## src/rtl/multi_edge_detector_if.sv

```systemverilog
// Bundles the raw inputs, per-channel controls and detector outputs of multi_edge_detector.
interface multi_edge_detector_if #(
    parameter int unsigned CH    = 4,
    parameter int unsigned CNT_W = 8
);
    logic [CH-1:0]       sig_in;
    logic [2*CH-1:0]     mode;
    logic [CH-1:0]       clr;
    logic [CH-1:0]       lvl;
    logic [CH-1:0]       pe;
    logic [CH-1:0]       ne;
    logic [CH-1:0]       ev;
    logic [CH-1:0]       sticky;
    logic [CH*CNT_W-1:0] ev_cnt;
    logic                irq;

    // Driver side: supplies inputs and controls, observes results.
    modport master (
        output sig_in, mode, clr,
        input  lvl, pe, ne, ev, sticky, ev_cnt, irq
    );

    // Detector side.
    modport slave (
        input  sig_in, mode, clr,
        output lvl, pe, ne, ev, sticky, ev_cnt, irq
    );
endinterface

```

## src/rtl/multi_edge_detector.sv

```systemverilog
// CH-channel synchronised, glitch-filtered edge detector with mode-qualified
// events, sticky flags, saturating event counters and an aggregate interrupt.
module multi_edge_detector #(
    parameter int unsigned CH          = 4,
    parameter int unsigned SYNC_STAGES = 2,
    parameter int unsigned FILT        = 3,
    parameter int unsigned CNT_W       = 8
) (
    input  logic                 clk,
    input  logic                 rst,
    multi_edge_detector_if.slave bus
);
    localparam int unsigned       FCNT_W   = $clog2(FILT) + 1;
    localparam logic [FCNT_W-1:0] FLIM     = FCNT_W'(FILT - 1);
    localparam logic [CNT_W-1:0]  CNT_MAX  = '1;

    logic [SYNC_STAGES-1:0] sync_q [CH];
    logic [SYNC_STAGES-1:0] sync_d [CH];
    logic [FCNT_W-1:0]      fcnt_q [CH];
    logic [FCNT_W-1:0]      fcnt_d [CH];
    logic [CNT_W-1:0]       cnt_q  [CH];
    logic [CNT_W-1:0]       cnt_d  [CH];

    logic [CH-1:0] lvl_q, lvl_d;
    logic [CH-1:0] pe_q, pe_d;
    logic [CH-1:0] ne_q, ne_d;
    logic [CH-1:0] ev_q, ev_d;
    logic [CH-1:0] sticky_q, sticky_d;
    logic          irq_q, irq_d;
    logic [CH*CNT_W-1:0] ev_cnt_flat;

    // Next-state for synchroniser, filter, edge pulses, events, sticky flags and counters.
    always_comb begin
        irq_d = |sticky_q;
        for (int i = 0; i < CH; i++) begin
            sync_d[i]   = {sync_q[i][SYNC_STAGES-2:0], bus.sig_in[i]};
            fcnt_d[i]   = fcnt_q[i];
            lvl_d[i]    = lvl_q[i];
            pe_d[i]     = 1'b0;
            ne_d[i]     = 1'b0;
            sticky_d[i] = sticky_q[i];
            cnt_d[i]    = cnt_q[i];

            // A level change is accepted only after FILT consecutive differing samples.
            if (sync_q[i][SYNC_STAGES-1] == lvl_q[i]) begin
                fcnt_d[i] = '0;
            end else if (fcnt_q[i] < FLIM) begin
                fcnt_d[i] = fcnt_q[i] + FCNT_W'(1);
            end else begin
                lvl_d[i]  = sync_q[i][SYNC_STAGES-1];
                fcnt_d[i] = '0;
                pe_d[i]   = sync_q[i][SYNC_STAGES-1];
                ne_d[i]   = ~sync_q[i][SYNC_STAGES-1];
            end

            ev_d[i] = (bus.mode[2*i+1] & ne_d[i]) | (bus.mode[2*i] & pe_d[i]);

            // A clear coinciding with a visible event restarts the count at one.
            if (bus.clr[i] && ev_q[i]) begin
                sticky_d[i] = 1'b1;
                cnt_d[i]    = CNT_W'(1);
            end else if (bus.clr[i]) begin
                sticky_d[i] = 1'b0;
                cnt_d[i]    = '0;
            end else if (ev_q[i]) begin
                sticky_d[i] = 1'b1;
                if (cnt_q[i] != CNT_MAX) begin
                    cnt_d[i] = cnt_q[i] + CNT_W'(1);
                end
            end
        end
    end

    // State and output registers with synchronous reset.
    always_ff @(posedge clk) begin
        if (rst) begin
            for (int i = 0; i < CH; i++) begin
                sync_q[i] <= '0;
                fcnt_q[i] <= '0;
                cnt_q[i]  <= '0;
            end
            lvl_q    <= '0;
            pe_q     <= '0;
            ne_q     <= '0;
            ev_q     <= '0;
            sticky_q <= '0;
            irq_q    <= 1'b0;
        end else begin
            for (int i = 0; i < CH; i++) begin
                sync_q[i] <= sync_d[i];
                fcnt_q[i] <= fcnt_d[i];
                cnt_q[i]  <= cnt_d[i];
            end
            lvl_q    <= lvl_d;
            pe_q     <= pe_d;
            ne_q     <= ne_d;
            ev_q     <= ev_d;
            sticky_q <= sticky_d;
            irq_q    <= irq_d;
        end
    end

    // Pack per-channel counters onto the flat output bus.
    always_comb begin
        ev_cnt_flat = '0;
        for (int i = 0; i < CH; i++) begin
            ev_cnt_flat[CNT_W*i +: CNT_W] = cnt_q[i];
        end
    end

    assign bus.lvl    = lvl_q;
    assign bus.pe     = pe_q;
    assign bus.ne     = ne_q;
    assign bus.ev     = ev_q;
    assign bus.sticky = sticky_q;
    assign bus.ev_cnt = ev_cnt_flat;
    assign bus.irq    = irq_q;
endmodule
```

## src/flat_wrapper.sv

```systemverilog
// flat-port wrapper written by rule: the top's interface ports become plain ports
module multi_edge_detector_flat 
#(
    parameter int unsigned CH          = 4,
    parameter int unsigned SYNC_STAGES = 2,
    parameter int unsigned FILT        = 3,
    parameter int unsigned CNT_W       = 8
)
  (clk, rst, bus_sig_in, bus_mode, bus_clr, bus_lvl, bus_pe, bus_ne, bus_ev, bus_sticky, bus_ev_cnt, bus_irq);
  multi_edge_detector_if #(.CH(CH), .CNT_W(CNT_W)) bus_i ();
  input  logic clk;
  input  logic rst;
  input wire logic [$bits(bus_i.sig_in)-1:0] bus_sig_in;
  input wire logic [$bits(bus_i.mode)-1:0] bus_mode;
  input wire logic [$bits(bus_i.clr)-1:0] bus_clr;
  output wire logic [$bits(bus_i.lvl)-1:0] bus_lvl;
  output wire logic [$bits(bus_i.pe)-1:0] bus_pe;
  output wire logic [$bits(bus_i.ne)-1:0] bus_ne;
  output wire logic [$bits(bus_i.ev)-1:0] bus_ev;
  output wire logic [$bits(bus_i.sticky)-1:0] bus_sticky;
  output wire logic [$bits(bus_i.ev_cnt)-1:0] bus_ev_cnt;
  output wire logic [$bits(bus_i.irq)-1:0] bus_irq;
  assign bus_i.sig_in = bus_sig_in;
  assign bus_i.mode = bus_mode;
  assign bus_i.clr = bus_clr;
  assign bus_lvl = bus_i.lvl;
  assign bus_pe = bus_i.pe;
  assign bus_ne = bus_i.ne;
  assign bus_ev = bus_i.ev;
  assign bus_sticky = bus_i.sticky;
  assign bus_ev_cnt = bus_i.ev_cnt;
  assign bus_irq = bus_i.irq;
  multi_edge_detector #(.CH(CH), .SYNC_STAGES(SYNC_STAGES), .FILT(FILT), .CNT_W(CNT_W)) u_core (.clk(clk), .rst(rst), .bus(bus_i));
endmodule
```

## config.mk

```make
export PLATFORM = sky130hd
export DESIGN_NAME = multi_edge_detector_flat
export DESIGN_NICKNAME = d
export VERILOG_FILES = /design/src/rtl/multi_edge_detector_if.sv /design/src/rtl/multi_edge_detector.sv /design/src/flat_wrapper.sv
export SDC_FILE = /design/constraint.sdc
export NUM_CORES = 1
export LEC_CHECK = 0
export CAP_MARGIN = 20
export CELL_PAD_IN_SITES_DETAIL_PLACEMENT = 1
export CELL_PAD_IN_SITES_GLOBAL_PLACEMENT = 2
export CORE_MARGIN = 2
export CORE_UTILIZATION = 32
export DETAILED_ROUTE_END_ITERATION = 10
export PLACE_DENSITY_LB_ADDON = 0.1
export SYNTH_ARGS = -nofsm -noshare
export SYNTH_HDL_FRONTEND = slang
export SYNTH_SLANG_ARGS = --single-unit
export TNS_END_PERCENT = 20
```

## constraint.sdc

```tcl
create_clock -name clk -period 4.05 [get_ports clk]
set_input_delay 0.405 -clock clk [delete_from_list [all_inputs] [get_ports clk]]
set_output_delay 0.405 -clock clk [all_outputs]
set_load 0.03 [all_outputs]
```

==> results.md, run 1 <==
Floorplan:
- The number of placement rows is 36.
- The die is 102.7 um tall.
- During I/O placement, the number of pins put on the boundary was 71.
- The core region is 9594 um^2.
- For this configuration, the core starts out at a cell density of 32.49%.
- The area of the die is 10550 um^2.
- The die is 102.7 um wide.

Critical path:
- The maximum single-stage delay on the critical path is 0.75 ns.
- STA classifies the critical path startpoint as a flop.
- The highest net fanout along the worst path is 10.
- Setup slack on the worst reg-to-reg path comes out at 2.40 ns.
- The worst endpoint data arrival time is 1.64 ns.
- The critical path ends at bus_ev[1].
- The nature of the critical path endpoint is an output port.
- The source of the critical timing path is u_core.bus.ev[1]$_SDFF_PP0_.
- The dominant delay contributor by cell family on the critical path is buffers and inverters.
- STA puts the critical path data required time at 3.64 ns.
- The total stage count of the critical path is 1.
- The critical path is of the reg2out type.
- The signal on the critical path passes through clkdlybuf4s50_1.
- The reg-to-reg startpoint is u_core.cnt_q[0][8]$_SDFFE_PP0P_.
- The worst register-to-register path ends at u_core.cnt_q[0][14]$_SDFFE_PP0P_.
- The slowest stage of the critical path is the sky130_fd_sc_hd__clkdlybuf4s50_1 cell.
- Together, buffers and inverters on the worst path number 1.
- For the worst flop-to-flop path, the logic depth is 4.

Global route:
- The number of global-route vias before repair was 2529.
- The wire length of the first global-routing pass is 12.74 mm.
- The residual overflow from global routing is 0.
- The largest net degree at the start of global routing is 48.
- The number of antenna violations at the first check in global routing was 0.
- The global router's overall resource usage is 15.40%.

Pwr:
- The leakage power is 1.352 nW.
- Across the VDD grid, the largest voltage drop is 0.1535 mV.
- The power per cell area is 327.0 nW/um^2.

Synth:
- The post-synthesis sequential area ratio is 46.89%.
- Counting flops and latches in the post-synthesis netlist gives 73.
- The largest family of logic cells by synthesized area is simple AND/OR/NAND/NOR gates.
- The most used flip-flop cell after synthesis is sky130_fd_sc_hd__dfxtp_1.
- The gate count of the mapped netlist is 329.
- The total number of yosys warnings is 0.
- The count of flip-flops with a built-in enable after synthesis is 0.
- After synthesis, the share of cell area in mux cells is 2.248%.
- The simple-gate portion of the synthesized area is 27.74%.
- The arithmetic-cell share of the synthesized area counting full adders, half adders and majority gates is 3.212%.
- Counting every net in the synthesized netlist gives 355.
- The synthesized-area fraction occupied by xor and xnor cells is 1.124%.
- The post-synthesis area per instance is 9.473 um^2.
- After synthesis, the share of flip-flops with an asynchronous set or reset is 0%.
- The synthesized netlist devotes 15.05% of its cell area to compound gates.
- Counting distinct cell types in the post-synthesis netlist gives 46.
- Summing every instance area after synthesis gives 3117 um^2.

Layout:
- Cells with a size suffix above 1 make up 5.013% of the layout.
- The library cell used most frequently in the layout, excluding fill and tap cells, is sky130_fd_sc_hd__dfxtp_1.
- For this run, the post-layout net count is 420.
- The layout has 1150 filler cells.
- The synthesis-to-layout area growth is 30.95%.
- In the layout the commonest cells are 73 x sky130_fd_sc_hd__dfxtp_1, 69 x sky130_fd_sc_hd__clkdlybuf4s50_1, 26 x sky130_fd_sc_hd__a21oi_1.
- The number of antenna repair diodes is 0.

Run:
- Across the run, the number of max-cap violations was 0.

STA:
- Headroom to the max-slew limit came out at 45.09%.
- The count of endpoints failing setup in the final report is 0.
- After layout, the worst setup slack is 2.004 ns.
- The total negative slack for setup checks is 0 ns.
- The total count of max-transition violations in the final report is 0.
- The final critical-path share of the clock period is 50.52%.
- The hold violation total from the final report is 0.
- Between clock sinks in the finished design, the worst skew comes to 0.01268 ns.
- The maximum frequency from static timing analysis is 488.8 MHz.
- The minimum clock period after layout is 2.046 ns.
- Setup repair after global routing left no endpoint under its margin.
- For the pin with the worst max-slew slack, the measured transition is 0.8236 ns.

Routing:
- The detailed-routing iteration count for the pre-antenna-repair pass is 4.
- The DRC violations left is 0.
- The number of vias per cell after detailed routing is 5.085.
- The starting DRC count in detailed routing is 62.
- The detailed router placed 2705 vias in this run.
- The remaining antenna violation count after routing is 0.
- The final layout contains routed wiring with a total length of 7.714 mm.
- In the final routed layout, each cell accounts on average for 14.50 um.

Clock network:
- Counting along the longest clock path gives a buffer depth of 2.
- The clock latency at the later pin of the worst-skew pair is 0.34 ns.
- After clock tree synthesis, the clock-pin slew on the worst setup and hold paths is 0.07 ns.
- The TritonCTS clock tree is yes.
- The H-tree was split into 3 levels.
- In this run the clock root is driven by a sky130_fd_sc_hd__clkbuf_8.
- The clock net in this run drives a total of 73 sinks.
- The number of hold-repair buffers added at the cts stage is 0.
- The number of buffers created by CTS is 9.
- After clock tree synthesis, the setup repair step added 0 buffers.
- Gates resized during post-CTS repair numbered 0.

Placement:
- OpenSTA, run right after detailed placement, puts the worst setup slack at 2.292 ns.
- The post-detailed-placement half-perimeter wirelength is 5.385 mm.
- The count of buffers added on input and output ports is 70.
- Routability-driven placement finished with a final weighted congestion of 0.7947.

Run status:
- The run finished with clean final reports.

Hold path:
- In this run the worst hold path is classified as reg2reg.
where the power goes:
part,internal (W),switching [W]
clock,0.000301,0.000265
combinational,0.0000224,0.0000205
sequential,0.000722,0.00000375
total,0.00105,0.000289
synthesized netlist by cell type (3+ instances only):
cell,instances,area [um^2]
sky130_fd_sc_hd__nand2_1,23,86.33
sky130_fd_sc_hd__buf_6,3,33.78
sky130_fd_sc_hd__ha_1,8,100.1
sky130_fd_sc_hd__mux2i_1,7,70.07
sky130_fd_sc_hd__buf_2,3,15.01
sky130_fd_sc_hd__clkbuf_1,10,37.54
sky130_fd_sc_hd__dfxtp_1,73,1461
sky130_fd_sc_hd__nand4_1,9,56.30
sky130_fd_sc_hd__nor4_1,5,31.28
sky130_fd_sc_hd__a211o_1,4,35.03
sky130_fd_sc_hd__nor2b_1,13,81.33
sky130_fd_sc_hd__nand3b_1,8,60.06
sky130_fd_sc_hd__and2_1,8,50.05
sky130_fd_sc_hd__nor3b_1,4,30.03
sky130_fd_sc_hd__and3_1,7,43.79
sky130_fd_sc_hd__nor3_1,12,60.06
sky130_fd_sc_hd__a31oi_1,11,68.82
sky130_fd_sc_hd__xnor2_1,4,35.03
sky130_fd_sc_hd__o21ai_0,8,40.04
sky130_fd_sc_hd__nor2_1,11,41.29
sky130_fd_sc_hd__and4_1,8,70.07
sky130_fd_sc_hd__nand3_1,8,40.04
sky130_fd_sc_hd__a211oi_1,11,82.58
sky130_fd_sc_hd__nor4b_1,10,87.58
sky130_fd_sc_hd__a21oi_1,26,130.1
sky130_fd_sc_hd__inv_1,8,30.03
kinds of logic (layout without fill, tap and decap cells):
family                   after synthesis  after routing
XOR/XNOR                               4              4
AND/OR/NAND/NOR                      142            142
buffers and inverters                 24             94
adder cells (fa/ha/maj)                8              8
flip-flops                            73             73
multiplexers                           7              7
AO/OA/AOI/OAI                         71             71
cell type report:
cell class,count,area [um^2],share of cell area [%]
clock inverter,3,40.04,0.9810
sequential,73,1461,35.81
tap,133,166.4,4.077
inverter,8,30.03,0.7357
timing repair buffer,70,695.7,17.04
multi-input combinational,232,1539,37.71
clock buffer,13,148.9,3.648
worst min-delay path by stage:
stage | start | end | cells after the start
4_1_cts | u_core.fcnt_q[3][0]$_SDFF_PP0_ | u_core.fcnt_q[3][0]$_SDFF_PP0_ | 1
6_report | u_core.fcnt_q[3][0]$_SDFF_PP0_ | u_core.fcnt_q[3][0]$_SDFF_PP0_ | 1
3_3_place_gp | u_core.fcnt_q[1][0]$_SDFF_PP0_ | u_core.fcnt_q[1][0]$_SDFF_PP0_ | 1
5_1_grt | u_core.fcnt_q[0][0]$_SDFF_PP0_ | u_core.fcnt_q[0][0]$_SDFF_PP0_ | 1
2_1_floorplan | u_core.fcnt_q[0][0]$_SDFF_PP0_ | u_core.fcnt_q[0][0]$_SDFF_PP0_ | 1
3_5_place_dp | u_core.fcnt_q[3][0]$_SDFF_PP0_ | u_core.fcnt_q[3][0]$_SDFF_PP0_ | 1
sequential cells by signal (all words and copies together), names as in the netlist:
register / flops
u_core.bus.irq: 1
u_core.bus.sticky: 4
u_core.bus.pe: 4
u_core.cnt_q: 32
u_core.bus.ev: 4
u_core.sync_q: 8
u_core.bus.ne: 4
u_core.bus.lvl: 4
u_core.fcnt_q: 12
per-layer routing:
metal	global-route usage (%)	wire length (um)	vias up
li1	-	-	1357
met1	20.34	3748	1274
met5	0	0	-
met2	23.43	3467	63
met3	4.068	355	11
met4	7.282	142	0
metrics by stage:
step                      instances  utilization (%)  hold slack (ns)  total power [W]  instance area, um^2
final                           532            42.54           0.4246         0.001334                 4081
after global routing            532            42.54           0.4328         0.001396                 4081
after global placement          516            40.57           0.4085        0.0007859                 3892
after detailed placement        516            40.57           0.4154        0.0007867                 3892
after floorplan                 329                -           0.3984        0.0007626                 3117
after CTS                       532            42.54           0.4275         0.001361                 4081
Note: power is estimated with default switching activity, not from simulation.
==> run 2: changes to the inputs <==
- CORE_UTILIZATION: 32 -> 27
- clock period: 4.05 -> 1.8 ns (I/O delays scaled with it)
==> results.md, run 2 (synthesized netlist as in run 1, its figures left out) <==
Critical path:
- The nature of the critical path endpoint is an output port (unchanged).
- The source of the critical timing path was u_core.cnt_q[0][8]$_SDFFE_PP0P_ (was u_core.bus.ev[1]$_SDFF_PP0_).
- Critical-path cell list: clkdlybuf4s50_1 (unchanged).
- The worst endpoint data arrival time is 1.55 ns (was 1.64 ns).
- The reg-to-reg startpoint is u_core.cnt_q[0][8]$_SDFFE_PP0P_ (unchanged).
- The dominant delay contributor by cell family on the critical path is buffers and inverters (unchanged).
- The maximum single-stage delay on the critical path is 0.74 ns (was 0.75 ns).
- The highest net fanout along the worst path is 8 (was 10).
- The classification of the worst setup path was reg2out (unchanged).
- The critical-path cell with the highest stage delay is sky130_fd_sc_hd__clkdlybuf4s50_1 (unchanged).
- The worst endpoint required time is 1.62 ns (was 3.64 ns).
- The number of buffers and inverters on the critical path came to 1 (unchanged).
- The kind of start point of the critical path is a flop (unchanged).

Floorplan:
- The number of placement rows is 39 (was 36).
- The initial cell density of the core came to 27.53% (was 32.49%).
- The die extent in x is 111.4 um (was 102.7 um).
- The die boundary height is 111.4 um (was 102.7 um).
- The core area came to 11320 um^2 (was 9594 um^2).
- The number of primary I/O pins came to 71 (unchanged).
- The area of the die is 12420 um^2 (was 10550 um^2).

STA:
- The headroom to the max-slew limit is 73.34% (was 45.09%).
- Setup repair after global routing missed its margin: false (unchanged).
- The final critical-path share of the clock period is 95.97%.
- The hold violation total from the final report came to 0 (unchanged).
- The count of endpoints failing setup in the final report is 0 (unchanged).
- After layout, the minimum clock period comes to 1.727 ns.
- The worst setup margin is 0.07259 ns (was 2.004 ns).
- The worst-case clock skew is 0.006341 ns (was 0.01268 ns).
- The total negative slack for setup checks came to 0 ns (unchanged).
- The pin slew with the least headroom to its limit is 0.3963 ns (was 0.8236 ns).
- The maximum frequency from static timing analysis is 578.9 MHz.
- The total count of max-transition violations in the final report came to 0 (unchanged).

Layout:
- The number of flip-flops in the largest register was 32 (unchanged).
- The synthesis-to-layout area growth is 38.18% (was 30.95%).
- Top flop regs: u_core.cnt_q (32), u_core.fcnt_q (12), u_core.sync_q (8) (unchanged).
- The commonest non-fill, non-tap cell in the layout is sky130_fd_sc_hd__dfxtp_1 (unchanged).
- The post-layout net count is 432 (was 420).
- The final-layout fill cell count is 1313 (was 1150).
- The share of final-layout standard cells stronger than drive strength 1 was 8.273% (was 5.013%).
- The number of antenna repair diodes was 0 (unchanged).
- The register ranked first by flip-flop count is u_core.cnt_q (unchanged).
- Most frequent cells in the layout: 73 x sky130_fd_sc_hd__dfxtp_1, 69 x sky130_fd_sc_hd__clkdlybuf4s50_1, 26 x sky130_fd_sc_hd__a21oi_1 (unchanged).

Clock network:
- The post-CTS setup buffer count came to 0 (unchanged).
- The H-tree depth came to 3 (unchanged).
- The clock sink count is 73 (unchanged).
- The count of cells resized by post-cts repair is 0 (unchanged).
- The number of hold-repair buffers added at the cts stage was 0 (unchanged).
- The clock-pin transition on the worst setup and hold timing paths was 0.06 ns (was 0.07 ns).
- The cell at the root of the clock tree is sky130_fd_sc_hd__clkbuf_16 (was sky130_fd_sc_hd__clkbuf_8).
- The clock latency at the later pin of the worst-skew pair is 0.33 ns (was 0.34 ns).
- The number of buffers on the longest clock path is 2 (unchanged).
- The number of buffers created by CTS is 9 (unchanged).
- The TritonCTS clock tree is yes (unchanged).

Global route:
- The residual overflow from global routing was 0 (unchanged).
- The number of antenna violations at the first check in global routing came to 0 (unchanged).
- The wire length of the first global-routing pass is 13.74 mm (was 12.74 mm).
- The largest net degree at the start of global routing is 22 (was 48).
- The number of global-route vias before repair is 2782 (was 2529).
- The global router's overall resource usage came to 13.69% (was 15.40%).

Pwr:
- The power per cell area is 843.4 nW/um^2 (was 327.0 nW/um^2).
- The leakage power came to 1.470 nW (was 1.352 nW).
- The worst-case vdd ir drop came to 0.4823 mV (was 0.1535 mV).

Routing:
- The detailed-routing iteration count for the pre-antenna-repair pass is 5 (was 4).
- The routed via count is 2766 (was 2705).
- The number of vias per cell after detailed routing is 4.993 (was 5.085).
- The DRC violations left is 0 (unchanged).
- The starting DRC count in detailed routing is 110 (was 62).
- The total detailed-routing wirelength is 8.124 mm (was 7.714 mm).
- The average wire per cell in the routed design came to 14.66 um (was 14.50 um).
- The remaining antenna violation count after routing is 0 (unchanged).

Hold path:
- The source of the worst hold timing path is rst (was u_core.fcnt_q[3][0]$_SDFF_PP0_).
- The path type of the worst min-delay path was in2reg (was reg2reg).

Placement:
- The post-detailed-placement half-perimeter wirelength is 5.906 mm (was 5.385 mm).
- The number of I/O port buffers is 70 (unchanged).
- The minimum setup slack after placement is 0.2518 ns (was 2.292 ns).
- The placer's final routability congestion estimate is 0.7510 (was 0.7947).

Run:
- The total of max-cap violations is 0 (unchanged).

Run status:
- Outcome: finished, final reports clean (unchanged).
==> run 2: cell types whose count changed in the layout (fill, tap and decap cells not counted), sizes merged <==
| cell | previous run | this run |
|---|---|---|
| clkinvlp | 0 | 1 |
| clkbuf | 13 | 10 |
| bufinv | 1 | 2 |
| clkinv | 2 | 3 |
| buf | 1 | 13 |
==> run 2: final cells by class <==
type | count | area, um^2 | share of cell area (%)
Clock buffer | 10 | 229.0 | 5.317
Clock inverter | 6 | 82.58 | 1.917
Inverter | 8 | 30.03 | 0.6973
Multi-Input combinational cell | 232 | 1539 | 35.74
Sequential cell | 73 | 1461 | 33.93
Tap cell | 143 | 178.9 | 4.155
Timing Repair Buffer | 82 | 785.8 | 18.25
==> run 2: where the power goes <==
| part | total, W | leakage (nW) | switching [W] | internal, W |
|---|---|---|---|---|
| Sequential | 0.00164 | 0.590 | 0.00000808 | 0.00163 |
| Combinational | 0.000106 | 0.728 | 0.0000490 | 0.0000573 |
| Clock | 0.00189 | 0.152 | 0.000685 | 0.00121 |
==> run 2: metrics by stage <==
stage | cells | instance area (um^2) | utilization, % | total power, W | hold WS [ns]
floorplan | 329 | 3117 | - | 0.001716 | 0.3082
global placement | 538 | 3995 | 35.29 | 0.001779 | 0.4107
detailed placement | 538 | 3995 | 35.29 | 0.001779 | 0.4148
CTS | 554 | 4307 | 38.04 | 0.003710 | 0.2515
global route | 554 | 4307 | 38.04 | 0.003786 | 0.2831
finish | 554 | 4307 | 38.04 | 0.003632 | 0.2525
==> run 2: worst paths after layout <==
path / cells after the start / to / slack (ns)
worst max register to register: 4 / u_core.cnt_q[0][14]$_SDFFE_PP0P_ / 0.21
worst min register to register: 1 / u_core.fcnt_q[3][0]$_SDFF_PP0_ / 0.42
worst max-delay path: 1 / bus_ev_cnt[8] / 0.07
worst min-delay path: 2 / u_core.sync_q[0][4]$_SDFF_PP0_ / 0.25
==> run 2: metal layers <==
| layer | global-route usage, % | share of wire [%] |
|---|---|---|
| met5 | 0 | 0 |
| met4 | 7.325 | 2.4 |
| met3 | 3.321 | 4.6 |
| met2 | 20.53 | 44 |
| met1 | 18.20 | 49 |
==> run 3: changes to the inputs <==
- CORE_MARGIN: 2 -> 5
- CTS_CLUSTER_DIAMETER: unset -> 120
- CTS_CLUSTER_SIZE: unset -> 16
==> results.md, run 3 (synthesized netlist as in run 1, its figures left out) <==
Critical path:
- The number of buffers and inverters on the critical path came to 1 (unchanged).
- The critical-path cell with the highest stage delay is sky130_fd_sc_hd__clkdlybuf4s50_1 (unchanged).
- The register-to-register setup slack came to 0.18 ns (was 0.21 ns).
- The dominant delay contributor by cell family on the critical path was buffers and inverters (unchanged).
- Critical-path cell list: clkdlybuf4s50_1 (unchanged).
- The maximum single-stage delay on the critical path is 0.73 ns (was 0.74 ns).
- The worst endpoint required time is 1.62 ns (about the same).
- The highest net fanout along the worst path came to 7 (was 8).
- The classification of the worst setup path was reg2out (unchanged).
- The nature of the critical path endpoint is an output port (unchanged).
- The worst endpoint data arrival time is 1.54 ns (was 1.55 ns).
- The kind of start point of the critical path is a flop (unchanged).

Global route:
- The global router's overall resource usage came to 12.42% (was 13.69%).
- The residual overflow from global routing is 0 (unchanged).
- The wire length of the first global-routing pass is 14.23 mm (was 13.74 mm).
- The number of antenna violations at the first check in global routing is 0 (unchanged).
- The number of global-route vias before repair is 2751 (was 2782).
- The largest net degree at the start of global routing is 22 (unchanged).

Layout:
- The final-layout fill cell count is 1325 (was 1313).
- Most frequent cells in the layout: 73 x sky130_fd_sc_hd__dfxtp_1, 67 x sky130_fd_sc_hd__clkdlybuf4s50_1, 26 x sky130_fd_sc_hd__a21oi_1 (was 73 x sky130_fd_sc_hd__dfxtp_1, 69 x sky130_fd_sc_hd__clkdlybuf4s50_1, 26 x sky130_fd_sc_hd__a21oi_1).
- The number of flip-flops in the largest register came to 32 (unchanged).
- The share of final-layout standard cells stronger than drive strength 1 came to 7.143% (was 8.273%).
- The footprint of the multi-input gates is 1539 um^2 (unchanged).
- The final design utilization is 37.49% (was 38.04%).
- The register area was 1461 um^2 (unchanged).
- The register ranked first by flip-flop count was u_core.cnt_q (unchanged).
- Top flop regs: u_core.cnt_q (32), u_core.fcnt_q (12), u_core.sync_q (8) (unchanged).
- The commonest non-fill, non-tap cell in the layout is sky130_fd_sc_hd__dfxtp_1 (unchanged).
- The synthesis-to-layout area growth came to 36.77% (was 38.18%).
- The post-layout net count came to 428 (was 432).
- The number of antenna repair diodes is 0 (unchanged).
- The total non-filler cell area in the finished layout is 4263 um^2 (was 4307 um^2).

STA:
- The hold violation total from the final report is 0 (unchanged).
- The headroom to the max-slew limit is 70.02% (was 73.34%).
- The maximum frequency from static timing analysis was 583.0 MHz (was 578.9 MHz).
- The final critical-path share of the clock period was 95.30% (was 95.97%).
- The worst-case clock skew is 0.004249 ns (was 0.006341 ns).
- The total count of max-transition violations in the final report is 0 (unchanged).
- Setup repair after global routing missed its margin: false (unchanged).
- The minimum clock period after layout is 1.715 ns (was 1.727 ns).
- The total negative slack for setup checks came to 0 ns (unchanged).
- The pin slew with the least headroom to its limit is 0.4497 ns (was 0.3963 ns).
- The hold slack is 0.2739 ns (was 0.2525 ns).
- The count of endpoints failing setup in the final report is 0 (unchanged).

Clock network:
- The number of buffers created by CTS was 9 (unchanged).
- The TritonCTS clock tree is yes (unchanged).
- The clock-pin transition on the worst setup and hold timing paths is 0.05 ns (was 0.06 ns).
- The H-tree depth is 3 (unchanged).
- The clock sink count is 73 (unchanged).
- The number of buffers on the longest clock path was 2 (unchanged).
- The number of hold-repair buffers added at the cts stage was 0 (unchanged).
- The cell at the root of the clock tree is sky130_fd_sc_hd__clkbuf_16 (unchanged).
- The clock latency at the later pin of the worst-skew pair is 0.33 ns (about the same).

Run:
- The total of max-cap violations is 0 (unchanged).

Floorplan:
- The core area is 11370 um^2 (was 11320 um^2).
- The number of primary I/O pins was 71 (unchanged).
- The die boundary height was 117.4 um (was 111.4 um).
- The die extent in x is 117.4 um (was 111.4 um).
- The initial cell density of the core was 27.41% (was 27.53%).
- The area of the die is 13790 um^2 (was 12420 um^2).
- The number of placement rows is 39 (unchanged).

Placement:
- The placer's final routability congestion estimate came to 0.7309 (was 0.7510).
- The placed instance area came to 3965 um^2 (was 3995 um^2).
- The post-detailed-placement half-perimeter wirelength is 6.038 mm (was 5.906 mm).
- The number of I/O port buffers is 70 (unchanged).

Hold path:
- The path type of the worst min-delay path was in2reg (unchanged).

Routing:
- The detailed-routing iteration count for the pre-antenna-repair pass is 4 (was 5).
- The total detailed-routing wirelength is 8.347 mm (was 8.124 mm).
- The DRC violations left is 0 (unchanged).
- The average wire per cell in the routed design was 15.20 um (was 14.66 um).
- The routed via count is 2771 (was 2766).
- The number of vias per cell after detailed routing is 5.047 (was 4.993).
- The starting DRC count in detailed routing is 129 (was 110).
- The remaining antenna violation count after routing was 0 (unchanged).

Pwr:
- The power per cell area is 828.6 nW/um^2 (was 843.4 nW/um^2).
- The worst-case vdd ir drop was 0.3969 mV (was 0.4823 mV).
- The leakage power is 1.469 nW (was 1.470 nW).

Run status:
- Outcome: finished, final reports clean (unchanged).
-- run 3: where the power goes --
| group | internal, W | switching (W) |
|---|---|---|
| Clock | 0.00114 | 0.000657 |
| Combinational | 0.0000546 | 0.0000491 |
| Sequential | 0.00163 | 0.00000827 |
| Total | 0.00282 | 0.000714 |
-- run 3: repair_timing --
action / 4_1_cts / 5_1_grt
endpoints found under the setup margin: 1 / 1
buffers inserted: 0 / 0
endpoints found under the hold margin: 0 / 0
resized for setup: 1 / 1
pin swaps: 0 / 0
-- run 3: worst paths after layout --
check,to,cells past startpoint,startpoint
setup reg to reg,u_core.cnt_q[0][14]$_SDFFE_PP0P_,4,u_core.cnt_q[0][8]$_SDFFE_PP0P_
hold reg to reg,u_core.fcnt_q[1][0]$_SDFF_PP0_,1,u_core.fcnt_q[1][0]$_SDFF_PP0_
hold / removal,u_core.bus.sticky[0]$_SDFFE_PP0P_,2,rst
setup / recovery,bus_ev_cnt[0],1,u_core.cnt_q[0][0]$_SDFFE_PP0P_
-- run 3: final cells by class --
cell class	count	area share, %
clock buffers	12	6.017
clock inverters	3	0.9392
inverters	8	0.7044
multi-input cells	232	36.10
flip-flops and latches	73	34.28
well taps	143	4.197
repair buffers	78	17.76
-- run 3: routing by layer --
metal	up-vias	share of wire, %	GRT usage (%)	wire length [um]
met5	-	0	0	0
met4	0	1.6	4.786	137
met3	10	5.3	4.524	442
met2	55	43	17.57	3613
met1	1331	50	17.11	4153
li1	1375	-	-	-
-- run 3: stage by stage --
stage | setup WS (ns) | total power (W) | instances
6_report | 0.08468 | 0.003532 | 549
2_1_floorplan | 0.2173 | 0.001716 | 329
3_3_place_gp | 0.2387 | 0.001776 | 534
4_1_cts | 0.04868 | 0.003601 | 549
3_5_place_dp | 0.1735 | 0.001777 | 534
5_1_grt | 0.02052 | 0.003690 | 549
